File: config.mk
export PLATFORM = sky130hd
export DESIGN_NAME = cpu_mem_arbiter
export DESIGN_NICKNAME = d
export VERILOG_FILES = /design/src/rtl/cpu_mem_arb_pkg.sv /design/src/rtl/cpu_mem_arb_age.sv /design/src/rtl/cpu_mem_arbiter.sv
export SDC_FILE = /design/constraint.sdc
export NUM_CORES = 1
export LEC_CHECK = 0
export CAP_MARGIN = 10
export CORE_AREA = 2 2 104 106
export CTS_BUF_LIST = sky130_fd_sc_hd__clkbuf_8
export CTS_CLUSTER_SIZE = 28
export DETAILED_ROUTE_END_ITERATION = 6
export DIE_AREA = 0 0 106 108
export HOLD_SLACK_MARGIN = 0.05
export PLACE_DENSITY = 0.75
export SETUP_SLACK_MARGIN = 0.3
export SLEW_MARGIN = 20
export SYNTH_ARGS = -nofsm -noshare
export SYNTH_HDL_FRONTEND = slang
export SYNTH_HIERARCHICAL = 1
export SYNTH_SLANG_ARGS = --single-unit
export TNS_END_PERCENT = 10
File: constraint.sdc
create_clock -name clk -period 4.15 [get_ports clk]
set_input_delay 0.83 -clock clk [delete_from_list [all_inputs] [get_ports clk]]
set_output_delay 0.83 -clock clk [all_outputs]
set_load 0.01 [all_outputs]
File: src/rtl/cpu_mem_arb_pkg.sv
// Shared types and constants for the CPU data-memory arbiter.
package cpu_mem_arb_pkg;

    // Owner of the read currently in flight towards the memory.
    typedef enum logic [1:0] {
        OWN_NONE,
        OWN_CPU,
        OWN_EX,
        OWN_ACCEL
    } owner_t;

    // Requester indices, also the round-robin order cpu -> accel -> ex.
    localparam logic [1:0] REQ_CPU   = 2'd0;
    localparam logic [1:0] REQ_ACCEL = 2'd1;
    localparam logic [1:0] REQ_EX    = 2'd2;
    localparam int         NUM_REQ   = 3;

    // Default wait budget before a non-CPU requester outranks the CPU.
    localparam int DEF_STARVE_LIMIT = 8;

    // Requester following idx in round-robin order.
    function automatic logic [1:0] rr_next(input logic [1:0] idx);
        return (idx == REQ_EX) ? REQ_CPU : idx + 2'd1;
    endfunction

endpackage

File: src/rtl/cpu_mem_arb_age.sv
// Saturating wait-age counter for one non-CPU requester.
// starved rises once the requester has waited STARVE_LIMIT cycles.
module cpu_mem_arb_age
    import cpu_mem_arb_pkg::*;
#(
    parameter int STARVE_LIMIT = DEF_STARVE_LIMIT,
    parameter int AGE_W        = 4
) (
    input  logic clk,
    input  logic rst_n,
    input  logic req,
    input  logic gnt,
    output logic starved
);

    localparam logic [AGE_W-1:0] AGE_LIMIT = AGE_W'(STARVE_LIMIT);
    localparam logic [AGE_W-1:0] AGE_ONE   = AGE_W'(1);

    logic [AGE_W-1:0] age;

    // Count waiting cycles, clear on grant or withdrawn request, saturate at the limit.
    // NOTE: state registers use non-blocking assignments so every flop samples pre-edge values.
    always_ff @(posedge clk or negedge rst_n) begin
        if (!rst_n) begin
            age <= '0;
        end else if (!req || gnt) begin
            age <= '0;
        end else if (age != AGE_LIMIT) begin
            age <= age + AGE_ONE;
        end
    end

    assign starved = (age == AGE_LIMIT);

endmodule

File: src/rtl/cpu_mem_arbiter.sv
// Single-port data-memory arbiter for CPU MEM stage, external host and
// accelerator writeback. One access per cycle; read data is tagged back
// to its owner one cycle after the grant.
// Build option: MEMARB_RR_EN selects round-robin cpu->accel->ex instead of
// fixed priority with starvation aging.
module cpu_mem_arbiter
    import cpu_mem_arb_pkg::*;
#(
    parameter int ADDR_W       = 16,
    parameter int DATA_W       = 32,
    parameter int STARVE_LIMIT = DEF_STARVE_LIMIT,
    parameter int AGE_W        = 4
) (
    input  logic              clk,
    input  logic              rst_n,
    input  logic              cpu_req,
    input  logic              cpu_wr,
    input  logic [ADDR_W-1:0] cpu_addr,
    input  logic [DATA_W-1:0] cpu_wdata,
    output logic              cpu_gnt,
    output logic              cpu_stall,
    output logic              cpu_rvalid,
    input  logic              ex_req,
    input  logic              ex_wr,
    input  logic [ADDR_W-1:0] ex_addr,
    input  logic [DATA_W-1:0] ex_wdata,
    output logic              ex_gnt,
    output logic              ex_rvalid,
    input  logic              accel_req,
    input  logic [ADDR_W-1:0] accel_addr,
    input  logic [DATA_W-1:0] accel_wdata,
    output logic              accel_gnt,
    output logic [DATA_W-1:0] rd_data,
    output logic [ADDR_W-1:0] mem_addr,
    output logic [DATA_W-1:0] mem_wrt_data,
    output logic              mem_wrt_en,
    output logic              mem_rd_en,
    input  logic [DATA_W-1:0] mem_rd_data
);

    logic              any_gnt;
    logic [1:0]        sel;
    logic [2:0]        gnt_vec;
    logic [ADDR_W-1:0] acc_addr;
    logic [DATA_W-1:0] acc_wdata;
    logic              acc_wr;
    owner_t            next_owner;
    owner_t            owner_q;
    logic [DATA_W-1:0] rd_hold;
    logic              issue;

`ifdef MEMARB_RR_EN
    logic [1:0] rr_ptr;
    logic [1:0] cand;
    logic [2:0] req_vec;

    assign req_vec = {ex_req, accel_req, cpu_req};

    // Pick the first requester at or after the round-robin pointer.
    always_comb begin
        any_gnt = 1'b0;
        sel     = REQ_CPU;
        cand    = rr_ptr;
        for (int k = 0; k < NUM_REQ; k++) begin
            if (!any_gnt && req_vec[cand]) begin
                any_gnt = 1'b1;
                sel     = cand;
            end
            cand = rr_next(cand);
        end
    end

    // Move the pointer past the last granted requester; hold when idle.
    always_ff @(posedge clk or negedge rst_n) begin
        if (!rst_n) begin
            rr_ptr <= REQ_CPU;
        end else if (any_gnt) begin
            rr_ptr <= rr_next(sel);
        end
    end
`else
    logic accel_starved;
    logic ex_starved;

    cpu_mem_arb_age #(
        .STARVE_LIMIT (STARVE_LIMIT),
        .AGE_W        (AGE_W)
    ) u_age_accel (
        .clk     (clk),
        .rst_n   (rst_n),
        .req     (accel_req),
        .gnt     (gnt_vec[REQ_ACCEL]),
        .starved (accel_starved)
    );

    cpu_mem_arb_age #(
        .STARVE_LIMIT (STARVE_LIMIT),
        .AGE_W        (AGE_W)
    ) u_age_ex (
        .clk     (clk),
        .rst_n   (rst_n),
        .req     (ex_req),
        .gnt     (gnt_vec[REQ_EX]),
        .starved (ex_starved)
    );

    // Fixed priority: starved accel > starved ex > cpu > accel > ex.
    always_comb begin
        any_gnt = 1'b1;
        sel     = REQ_CPU;
        if (accel_req && accel_starved) begin
            sel = REQ_ACCEL;
        end else if (ex_req && ex_starved) begin
            sel = REQ_EX;
        end else if (cpu_req) begin
            sel = REQ_CPU;
        end else if (accel_req) begin
            sel = REQ_ACCEL;
        end else if (ex_req) begin
            sel = REQ_EX;
        end else begin
            any_gnt = 1'b0;
        end
    end
`endif

    // Route the winning requester onto the memory access and note the read owner.
    // NOTE: every output of this block gets a default first, so no path can infer a latch.
    always_comb begin
        gnt_vec    = 3'b000;
        acc_addr   = '0;
        acc_wdata  = '0;
        acc_wr     = 1'b0;
        next_owner = OWN_NONE;
        if (any_gnt) begin
            gnt_vec[sel] = 1'b1;
            case (sel)
                REQ_CPU: begin
                    acc_addr   = cpu_addr;
                    acc_wdata  = cpu_wdata;
                    acc_wr     = cpu_wr;
                    next_owner = cpu_wr ? OWN_NONE : OWN_CPU;
                end
                REQ_ACCEL: begin
                    acc_addr  = accel_addr;
                    acc_wdata = accel_wdata;
                    acc_wr    = 1'b1;
                end
                default: begin
                    acc_addr   = ex_addr;
                    acc_wdata  = ex_wdata;
                    acc_wr     = ex_wr;
                    next_owner = ex_wr ? OWN_NONE : OWN_EX;
                end
            endcase
        end
    end

    // Outputs are forced quiet while reset is held.
    assign issue        = any_gnt & rst_n;
    assign cpu_gnt      = gnt_vec[REQ_CPU] & rst_n;
    assign accel_gnt    = gnt_vec[REQ_ACCEL] & rst_n;
    assign ex_gnt       = gnt_vec[REQ_EX] & rst_n;
    assign cpu_stall    = cpu_req & ~gnt_vec[REQ_CPU] & rst_n;
    assign mem_addr     = issue ? acc_addr : '0;
    assign mem_wrt_data = (issue && acc_wr) ? acc_wdata : '0;
    assign mem_wrt_en   = issue & acc_wr;
    assign mem_rd_en    = issue & ~acc_wr;

    // Track who owns the read returning next cycle and keep the last returned word.
    always_ff @(posedge clk or negedge rst_n) begin
        if (!rst_n) begin
            owner_q <= OWN_NONE;
            rd_hold <= '0;
        end else begin
            owner_q <= next_owner;
            if (owner_q != OWN_NONE) begin
                rd_hold <= mem_rd_data;
            end
        end
    end

    assign cpu_rvalid = (owner_q == OWN_CPU);
    assign ex_rvalid  = (owner_q == OWN_EX);
    assign rd_data    = (owner_q != OWN_NONE) ? mem_rd_data : rd_hold;

endmodule
==> metrics.md <==
| Metric | Value |
|---|---|
| Run status | completed |
| Global-route total usage across every layer | around a fifth |
| Mapped Nets | 497 |
| Final net count | around 760 |
| Cells along the critical path | clkdlybuf4s50_1 > buf_4 > a21oi_1 > o21a_2 > buf_12 > nand2_1 > a21oi_1 > clkdlybuf4s50_1 |
| Mean number of vias per cell | 4.806 |
| Effective utilization at floorplan | about 28% |
| Via count | approximately 3400 |
| Layout area overhead | 105.1% |
| Number of cells on the worst reg-to-reg path | 8 |
| Detailed Routing Iterations Pass 1 | 4 |
| Data arrival time of the critical path | 2.89 ns |
| Startpoint of the worst setup timing path | ex_req |
| Number of buffers added on ports | 270 |
| IO Count | 271 |
| Seq cells post-synth | 42 |
| Post-layout instance area | 5886 um^2 |
| Post-Route WL | 11730 um |
| Synth area leaders | sky130_fd_sc_hd__dfrtp_1 37%, sky130_fd_sc_hd__a22oi_1 13%, sky130_fd_sc_hd__mux2_2 13% |
| Diode insertion count for antenna repair | 0 |
| Post-route worst setup slack | 0.4255 ns |
| Worst-path clk slew | 0.08 ns |
| Netlist area before placement | 2869 um^2 |
| Final critical delay including setup and external delays | approximately 3.7 ns |
| Cell Pwr Density | 241.1 nW/um^2 |
| Crit Path Max Fanout | 32 |
| Worst setup slack after placement | 0.3578 ns |
| Unrepaired setup endpoints after global routing | yes |
| Die extent in x | 106 um |
| Sum Neg Setup Slack | 0 ns |
| Setup slack of the worst register-to-register path | just under 2 ns |
| Pin count of the biggest net entering global routing | 37 |
| Critical-path top delay cell | sky130_fd_sc_hd__clkdlybuf4s50_1 |
| Category of the worst setup path capture point | primary output |
| Number of sinks on the clock net | 42 |
| Number of H-tree branching levels | 2 |
| Clock insertion delay at the later pin of the skew report | 0.28 ns |
| Count of flip-flops with a built-in enable after synthesis | 0 |
| Total instance count after detailed placement | 701 |
| Register area | 1051 um^2 |
| Routed wire length per instance | 16.48 um |
| Congestion Overflow GR | 0 |
| Worst hold-check path type | in2async |
| Gate power share | 48.1% |
| Fillers | about 900 |
| Core Rows | 37 |
| Number of cells in the finished layout apart from fillers | 712 |
| Distinct cell type count of the synthesized netlist | 34 |
| TritonCTS clock tree | built |
| Worst Max-Slew Pin Slew | 0.4456 ns |
| Max-Cap Viols | 0 |
| Crit path launch type | input pin |
| Worst endpoint required time | approximately 3.3 ns |
| Iteration-0 DRC Markers | approximately 200 |
| Portion of synthesized cell area occupied by the leading cell type | 36.63% |
| Finished Core Util | between 50% and 60% |
| Sequential area share after synthesis | between 30% and 40% |
| Path type of the worst setup path | in2out |
| Die Y | 108 um |
| Number of antenna violations at the first check in global routing | 0 |
| Final Skew | 0.004300 ns |
| Hold bufs inserted after CTS | 0 |
| Area enclosed by the die boundary | 11450 um^2 |
| Clock network fraction of design power | between 10% and 20% |
| Switching fraction of total power | roughly 28% |
| Global-route wire length before repair | 17480 um |
| Multi-input logic area | approximately 1600 um^2 |
| Relative contribution of sequential cells to total power | 34.7% |
| Count of pins over their slew limit | 0 |
| Fmax | approximately 270 MHz |
| DRC violation count after routing | 0 |
| Library cell occupying the most area in the post-synthesis netlist | sky130_fd_sc_hd__dfrtp_1 |
| Critical R2R Launch | u_age_ex/age[0] |
| Final setup fails | 0 |
| Count of final hold-check violations | 0 |
| Number of warnings printed during yosys synthesis | 6 |
| Antenna-violating nets left | 0 |
| Root Driver | sky130_fd_sc_hd__clkbuf_8 |
| Cell count after synthesis | 310 |
| Internal power of the cells | ~1.0 mW |
| Primary FF master, synth | sky130_fd_sc_hd__dfrtp_1 |
| Dpl cell area | 5743 um^2 |
| Static leakage | roughly 2.3 nW |
| Synth async-reset ratio | 100.0% |
| RePlAce Congestion | 0.8251 |
| Worst slew margin relative to its limit | between 70% and 80% |
| Share of cells above drive strength 1 | 11.98% |
| Via count of the first global-routing pass | about 3500 |
| R2R Path End | u_age_ex/age[3] |
| Maximum ir drop on the vdd rail | 0.1557 mV |
| Biggest cell delay along the critical path | 0.58 ns |
| Number of buffers created by CTS | 5 |
| Share of the cycle needed by the critical path after routing | 89.75% |
| Power spent charging and discharging nets | 403.2 uW |
| HPWL after DPL | ~9300 um |
| Core Footprint | 10230 um^2 |
| Mean post-synth cell area | between 9 and 10 um^2 |
| Bufs on Longest Clock Path | 2 |
[synthesized netlist by cell type, drive strengths merged (2+ instances only)]
| cell type | count |
|---|---|
| a22oi | 50 |
| nand2 | 50 |
| a21oi | 49 |
| dfrtp | 42 |
| mux2 | 32 |
| buf | 25 |
| nand3b | 9 |
| inv | 6 |
| mux2i | 6 |
| nor2b | 6 |
| nor2 | 5 |
| ha | 4 |
| or3b | 4 |
| clkbuf | 3 |
| nand2b | 3 |
| and3b | 2 |
| nand3 | 2 |
| nor4b | 2 |
| o21a | 2 |
| xnor2 | 2 |
[final cells by class]
| type | instances | share of cell area, % |
|---|---|---|
| clock buffers | 5 | 1.169 |
| clock inverters | 2 | 0.1701 |
| inverters | 6 | 0.3827 |
| multi-input cells | 234 | 27.72 |
| flip-flops and latches | 42 | 17.86 |
| well taps | 136 | 2.891 |
| repair buffers | 287 | 49.81 |
[cell families after synthesis]
logic type / after synthesis / share of synthesized area [%]
xor gates and xnor gates: 2 / 0.6107
AOI/OAI and AO/OA: 105 / 23.64
and+or+nand+nor: 85 / 15.96
adders and majority gates: 4 / 1.745
muxes: 38 / 14.65
buffers and inverters: 34 / 6.759
DFF: 42 / 36.63
[routing by layer]
| metal | GRT usage, % | vias to the layer above | share of wire [%] |
|---|---|---|---|
| met5 | 0 | - | 0 |
| met4 | 4.041 | 0 | 0.95 |
| met3 | 3.918 | 8 | 7.4 |
| met2 | 35.35 | 167 | 53 |
| met1 | 22.59 | 1595 | 39 |
| li1 | - | 1652 | - |
[what timing repair did]
action                                  CTS  global route
gates resized for setup                   0             7
setup buffers                             0             3
endpoints found under the setup margin    0            44
[state kept, by name, summed over array words and instances (netlist names)]
name             flops
owner_q              2
rd_hold             32
u_age_accel/age      4
u_age_ex/age         4
[worst max path at each step]
stage | to | slack [ns] | depth (start not counted)
finish | mem_wrt_data[0] | 0.43 | 8
global placement | mem_wrt_data[0] | 0.41 | 7
global route | mem_wrt_data[22] | 0.28 | 8
CTS | mem_addr[7] | 0.35 | 7
detailed placement | mem_addr[7] | 0.36 | 7
floorplan | mem_wrt_data[24] | 1.40 | 10
[critical path: cells and delay by family]
| family | cells | cell delay [ns] |
|---|---|---|
| AOI/OAI and AO/OA | 3 | 0.46 |
| and+or+nand+nor | 1 | 0.08 |
| buffers and inverters | 4 | 1.51 |
[metrics by stage]
| step | hold slack [ns] | power [mW] |
|---|---|---|
| 2_1_floorplan | 0.5122 | 0.7488 |
| 3_3_place_gp | 0.4769 | 1.160 |
| 3_5_place_dp | 0.4834 | 1.178 |
| 4_1_cts | 0.3965 | 1.428 |
| 5_1_grt | 0.3975 | 1.500 |
| 6_report | 0.3975 | 1.419 |
[power by group through the flow]
stage / registers [mW] / logic [mW] / clock network [mW]
CTS: 0.492 / 0.680 / 0.257
global placement: 0.496 / 0.665 / 0
floorplan: 0.493 / 0.256 / 0
finish: 0.493 / 0.682 / 0.245
detailed placement: 0.500 / 0.677 / 0
global route: 0.498 / 0.729 / 0.273
[cells in the final DEF, fill, tap and decap left out, types with 5 or more instances in the layout]
master | netlist | final
sky130_fd_sc_hd__buf_4 | 4 | 9
sky130_fd_sc_hd__clkdlybuf4s50_1 | 0 | 265
sky130_fd_sc_hd__a22oi_1 | 49 | 49
sky130_fd_sc_hd__clkbuf_8 | 0 | 5
sky130_fd_sc_hd__mux2_2 | 32 | 32
sky130_fd_sc_hd__buf_12 | 0 | 6
sky130_fd_sc_hd__nand3b_1 | 8 | 8
sky130_fd_sc_hd__dfrtp_1 | 42 | 42
sky130_fd_sc_hd__nor2b_1 | 6 | 6
sky130_fd_sc_hd__inv_1 | 5 | 5
sky130_fd_sc_hd__nand2_1 | 50 | 50
sky130_fd_sc_hd__mux2i_1 | 6 | 6
sky130_fd_sc_hd__a21oi_1 | 49 | 49
Power figures use the tool's default switching activity.
==> RTL edit 1, RTL diff (same flow settings) <==
The parameter `ADDR_W` goes from 16 to 15.
--- a/src/rtl/cpu_mem_arbiter.sv
+++ b/src/rtl/cpu_mem_arbiter.sv
@@ -7,5 +7,5 @@
     import cpu_mem_arb_pkg::*;
 #(
-    parameter int ADDR_W       = 16,
+    parameter int ADDR_W       = 15,
     parameter int DATA_W       = 32,
     parameter int STARVE_LIMIT = DEF_STARVE_LIMIT,
Interface: changed (resized accel_addr, cpu_addr, ex_addr and mem_addr); port bits go from 271 to 267. No check against the original RTL was run, so the function may have changed too.
==> RTL edit 1 against the original RTL <==
- synthesized area grew 11%
- worst setup slack lost 30 ps
- clock skew grew 5.1 ps
- routed wire length grew 7.3%
- total power grew 4.5%
- cell area grew 4.3%
- sequential cell count is the same
- global-route usage grew 1.0 points
==> RTL edit 1: results (changes against the original RTL) <==
Run status:
- Run status: complete, no violations (unchanged).

Synthesis:
- The net count after synthesis is 490 (was 497).
- The average cell area after synthesis was 10.4 µm² (was 9.25 µm²).
- Cells taking the most area after synthesis: sky130_fd_sc_hd__dfrtp_1 33%, sky130_fd_sc_hd__a22oi_2 12%, sky130_fd_sc_hd__mux2_2 11% (was sky130_fd_sc_hd__dfrtp_1 37%, sky130_fd_sc_hd__a22oi_1 13%, sky130_fd_sc_hd__mux2_2 13%).

STA:
- The final worst hold slack was 350 ps (was 397 ps).
- The clock skew after layout is 9.44 ps (was 4.30 ps).
- The headroom to the max-slew limit is 67.2% (was 70.3%).
- The highest clock frequency the design can meet was 266 MHz (was 268 MHz).

Detailed routing:
- The aggregate routed wire length is 12600 µm (was 11700 µm).
- The detailed-route wire length on metal 1 is 4550 µm (about the same).
- The average vias per placed instance is 4.90 (was 4.81).
- The total length of routed met2 wires is 6540 µm (was 6210 µm).
- The number of optimization iterations in the first detailed-route pass is 5 (was 4).

Global routing:
- The met1 usage is 22.6% (about the same).
- The global-route wire length before repair is 17800 µm (was 17500 µm).
- The number of global-route vias before repair is 3515 (was 3469).
- The fraction of met2 tracks used by global routing was 36.4% (was 35.3%).
- The global router's overall resource usage is 20.0% (was 19.0%).
- The largest net degree at the start of global routing is 56 (was 37).

Finish:
- The count of filler cells inserted in the layout is 880 (was 879).
- The buffer share of cell area is 47.2% (was 49.8%).
- The number of nets in the layout came to 753 (was 763).
- The post-layout instance area is 0.00614 mm² (was 0.00589 mm²).
- The layout buffer count excluding clock buffers came to 283 (was 287).
- The count of multi-input gates is 231 (was 234).
- The multi-input gate share of total cell area came to 31.0% (was 27.7%).
- The share of layout cells above drive strength 1 is 23.2% (was 12.0%).

Power:
- The clock network fraction of design power came to 18.4% (was 17.2%).
- The worst IR drop on VDD is 0.000170 V (was 0.000156 V).
- The leakage component of the power is 2.27 nW (was 2.30 nW).

Setup path:
- The register-to-register path setup slack is 1890 ps (was 1990 ps).
- The timing endpoint of the critical path is mem_addr[9] (was mem_wrt_data[0]).
- The start point of the critical path is accel_req (was ex_req).

Place:
- The placer congestion estimate is 0.866 (was 0.825).
- The pre-CTS setup slack was 309 ps (was 358 ps).
- The post-placement cell area is 0.00596 mm² (was 0.00574 mm²).
- The half-perimeter wire length after detailed placement came to 9850 µm (was 9300 µm).
- The placed instance count is 694 (was 701).
## RTL edit 1: cell types whose count changed after synthesis, moves of 2 or more
cell                      unedited run  this run
sky130_fd_sc_hd__a22oi_1            49        18
sky130_fd_sc_hd__buf_6               4         6
sky130_fd_sc_hd__a21oi_2             0        30
sky130_fd_sc_hd__buf_2              16        11
sky130_fd_sc_hd__a21oi_1            49        18
sky130_fd_sc_hd__a22oi_2             1        31
sky130_fd_sc_hd__buf_8               0         3
## RTL edit 1: cell families (layout without fill, tap and decap cells)
| family | count (synthesis) | in the layout | synth area share [%] |
|---|---|---|---|
| compound gates | 103 | 103 | 29.4 |
| buf+inv | 33 | 297 | 7.42 |
| simple gates | 84 | 84 | 14.6 |
| flops | 42 | 42 | 33.1 |
| xor+xnor | 2 | 2 | 0.553 |
| mux | 38 | 38 | 13.3 |
| fa+ha+maj | 4 | 4 | 1.58 |
==> RTL edit 2, RTL diff (same settings) <==
Without the edit above. Re-encode `owner_t` (4 values) as one-hot, 4 bits wide.
--- a/src/rtl/cpu_mem_arb_pkg.sv
+++ b/src/rtl/cpu_mem_arb_pkg.sv
@@ -3,9 +3,9 @@
 
     // Owner of the read currently in flight towards the memory.
-    typedef enum logic [1:0] {
-        OWN_NONE,
-        OWN_CPU,
-        OWN_EX,
-        OWN_ACCEL
+    typedef enum logic [3:0] {
+        OWN_NONE  = 4'b0001,
+        OWN_CPU   = 4'b0010,
+        OWN_EX    = 4'b0100,
+        OWN_ACCEL = 4'b1000
     } owner_t;
 
Function: no difference found for any inputs over 10 cycles, from zero or initial values and one cycle with rst_n low; not proved beyond that.
==> RTL edit 2 against the original RTL <==
- sequential cell count grew 1
- cell area is 1.2% higher
- largest power group unchanged
- critical endpoint is now mem_wrt_data[9]
- total power increased by 0.78%
- clock power increased by 4%
- synthesized area up 2.4%
- worst setup slack got worse by 120 ps
- routed wire length increased by 7.6%
- non-clock buffer count up 1
- die area stayed put
==> RTL edit 2: results (changes against the original RTL) <==
Clock network:
- The count of instances resized after the clock tree is built came to 7 (was 0).
- The number of post-CTS setup repair buffers is 1 (was 0).

Place:
- The placer congestion estimate is 0.783 (was 0.825).
- The half-perimeter wire length after detailed placement is 9950 µm (was 9300 µm).
- The post-placement cell area is 0.00575 mm² (was 0.00574 mm²).
- The pre-CTS setup slack was 130 ps (was 358 ps).
- The placed instance count came to 702 (was 701).

Synthesis:
- The net count after synthesis is 499 (was 497).
- The complex-gate fraction of the synthesized area is 24.0% (was 23.6%).
- Cells taking the most area after synthesis: sky130_fd_sc_hd__dfrtp_1 36%, sky130_fd_sc_hd__a22oi_1 13%, sky130_fd_sc_hd__mux2_2 12% (was sky130_fd_sc_hd__dfrtp_1 37%, sky130_fd_sc_hd__a22oi_1 13%, sky130_fd_sc_hd__mux2_2 13%).
- The distinct cell type count of the synthesized netlist was 37 (was 34).
- The dominant register cell in the synthesized netlist was sky130_fd_sc_hd__dfrtp_1 (unchanged).
- The multiplexer area fraction after synthesis is 14.3% (was 14.7%).
- The sequential fraction of the synthesis area is 36.7% (was 36.6%).
- The adder-cell area share of the yosys netlist is 1.70% (was 1.74%).
- The post-synthesis share of cell area spent on xor and xnor gates is 0.597% (was 0.611%).
- The yosys synthesis warning count is 6 (unchanged).

Setup path:
- The endpoint arrival time on the critical path is 3010 ps (was 2890 ps).
- The largest fanout on the critical path is 12 (was 32).
- The worst stage delay on the critical path is 640 ps (was 580 ps).

Finish:
- The number of nets in the layout is 766 (was 763).
- The share of layout cells above drive strength 1 was 13.6% (was 12.0%).
- The count of filler cells inserted in the layout is 874 (was 879).

Global routing:
- The largest net degree at the start of global routing came to 33 (was 37).
- The number of global-route vias before repair is 3741 (was 3469).
- The global router's overall resource usage is 20.6% (was 19.0%).
- The global-route wire length before repair is 18900 µm (was 17500 µm).

STA:
- The clock skew after layout is 4.47 ps (was 4.30 ps).
- The headroom to the max-slew limit is 72.7% (was 70.3%).

Power:
- The leakage component of the power is 2.32 nW (was 2.30 nW).
- The worst IR drop on VDD is 0.000143 V (was 0.000156 V).

Detailed routing:
- The initial detailed-routing violation count is 194 (was 201).
- The detailed-route via count was 3492 (was 3422).
- The aggregate routed wire length came to 12600 µm (was 11700 µm).

Run status:
- Run status: complete, no violations (unchanged).
-- RTL edit 2: cell types whose count changed after synthesis, sizes merged --
| cell | before | now |
|---|---|---|
| nor3b | 0 | 3 |
| nor2b | 6 | 4 |
| buf | 25 | 26 |
| clkbuf | 3 | 2 |
| dfstp | 0 | 1 |
-- RTL edit 2: per-layer routing --
layer | vias up | GRT usage (%) | part of all wire (%)
met2 | 169 | 37.7 | 51
met4 | 0 | 7.61 | 3.3
met1 | 1632 | 23.4 | 38
li1 | 1666 | - | -
met3 | 25 | 5.00 | 7.2
met5 | - | 0 | 0
-- RTL edit 2: path summary, 6_finish.rpt --
path                                    start                  to  slack [ps]  cells after the start
min in group clk                   rd_hold[0]          rd_hold[0]         500                      1
max reg2reg                   u_age_ex/age[0]  u_age_accel/age[3]        1950                      9
min                                     rst_n          owner_q[1]         450                      1
max in group asynchronous               rst_n         rd_hold[15]        2970                      2
max                        u_age_accel/age[0]     mem_wrt_data[9]         310                     10
min reg2reg                        rd_hold[0]          rd_hold[0]         500                      1
-- RTL edit 2: report_power, final --
| part | internal (mW) | switching [mW] |
|---|---|---|
| Clock | 0.115 | 0.140 |
| Sequential | 0.479 | 0.0194 |
| Combinational | 0.422 | 0.255 |
| Total | 1.02 | 0.414 |
-- RTL edit 2: area by class of cell --
| type | instances | area (µm²) | area share, % |
|---|---|---|---|
| Inverter | 6 | 22.5 | 0.378 |
| Timing Repair Buffer | 288 | 2910 | 48.9 |
| Multi-Input combinational cell | 235 | 1690 | 28.4 |
| Clock inverter | 3 | 16.3 | 0.273 |
| Sequential cell | 43 | 1080 | 18.1 |
| Tap cell | 136 | 170 | 2.86 |
| Clock buffer | 5 | 68.8 | 1.16 |
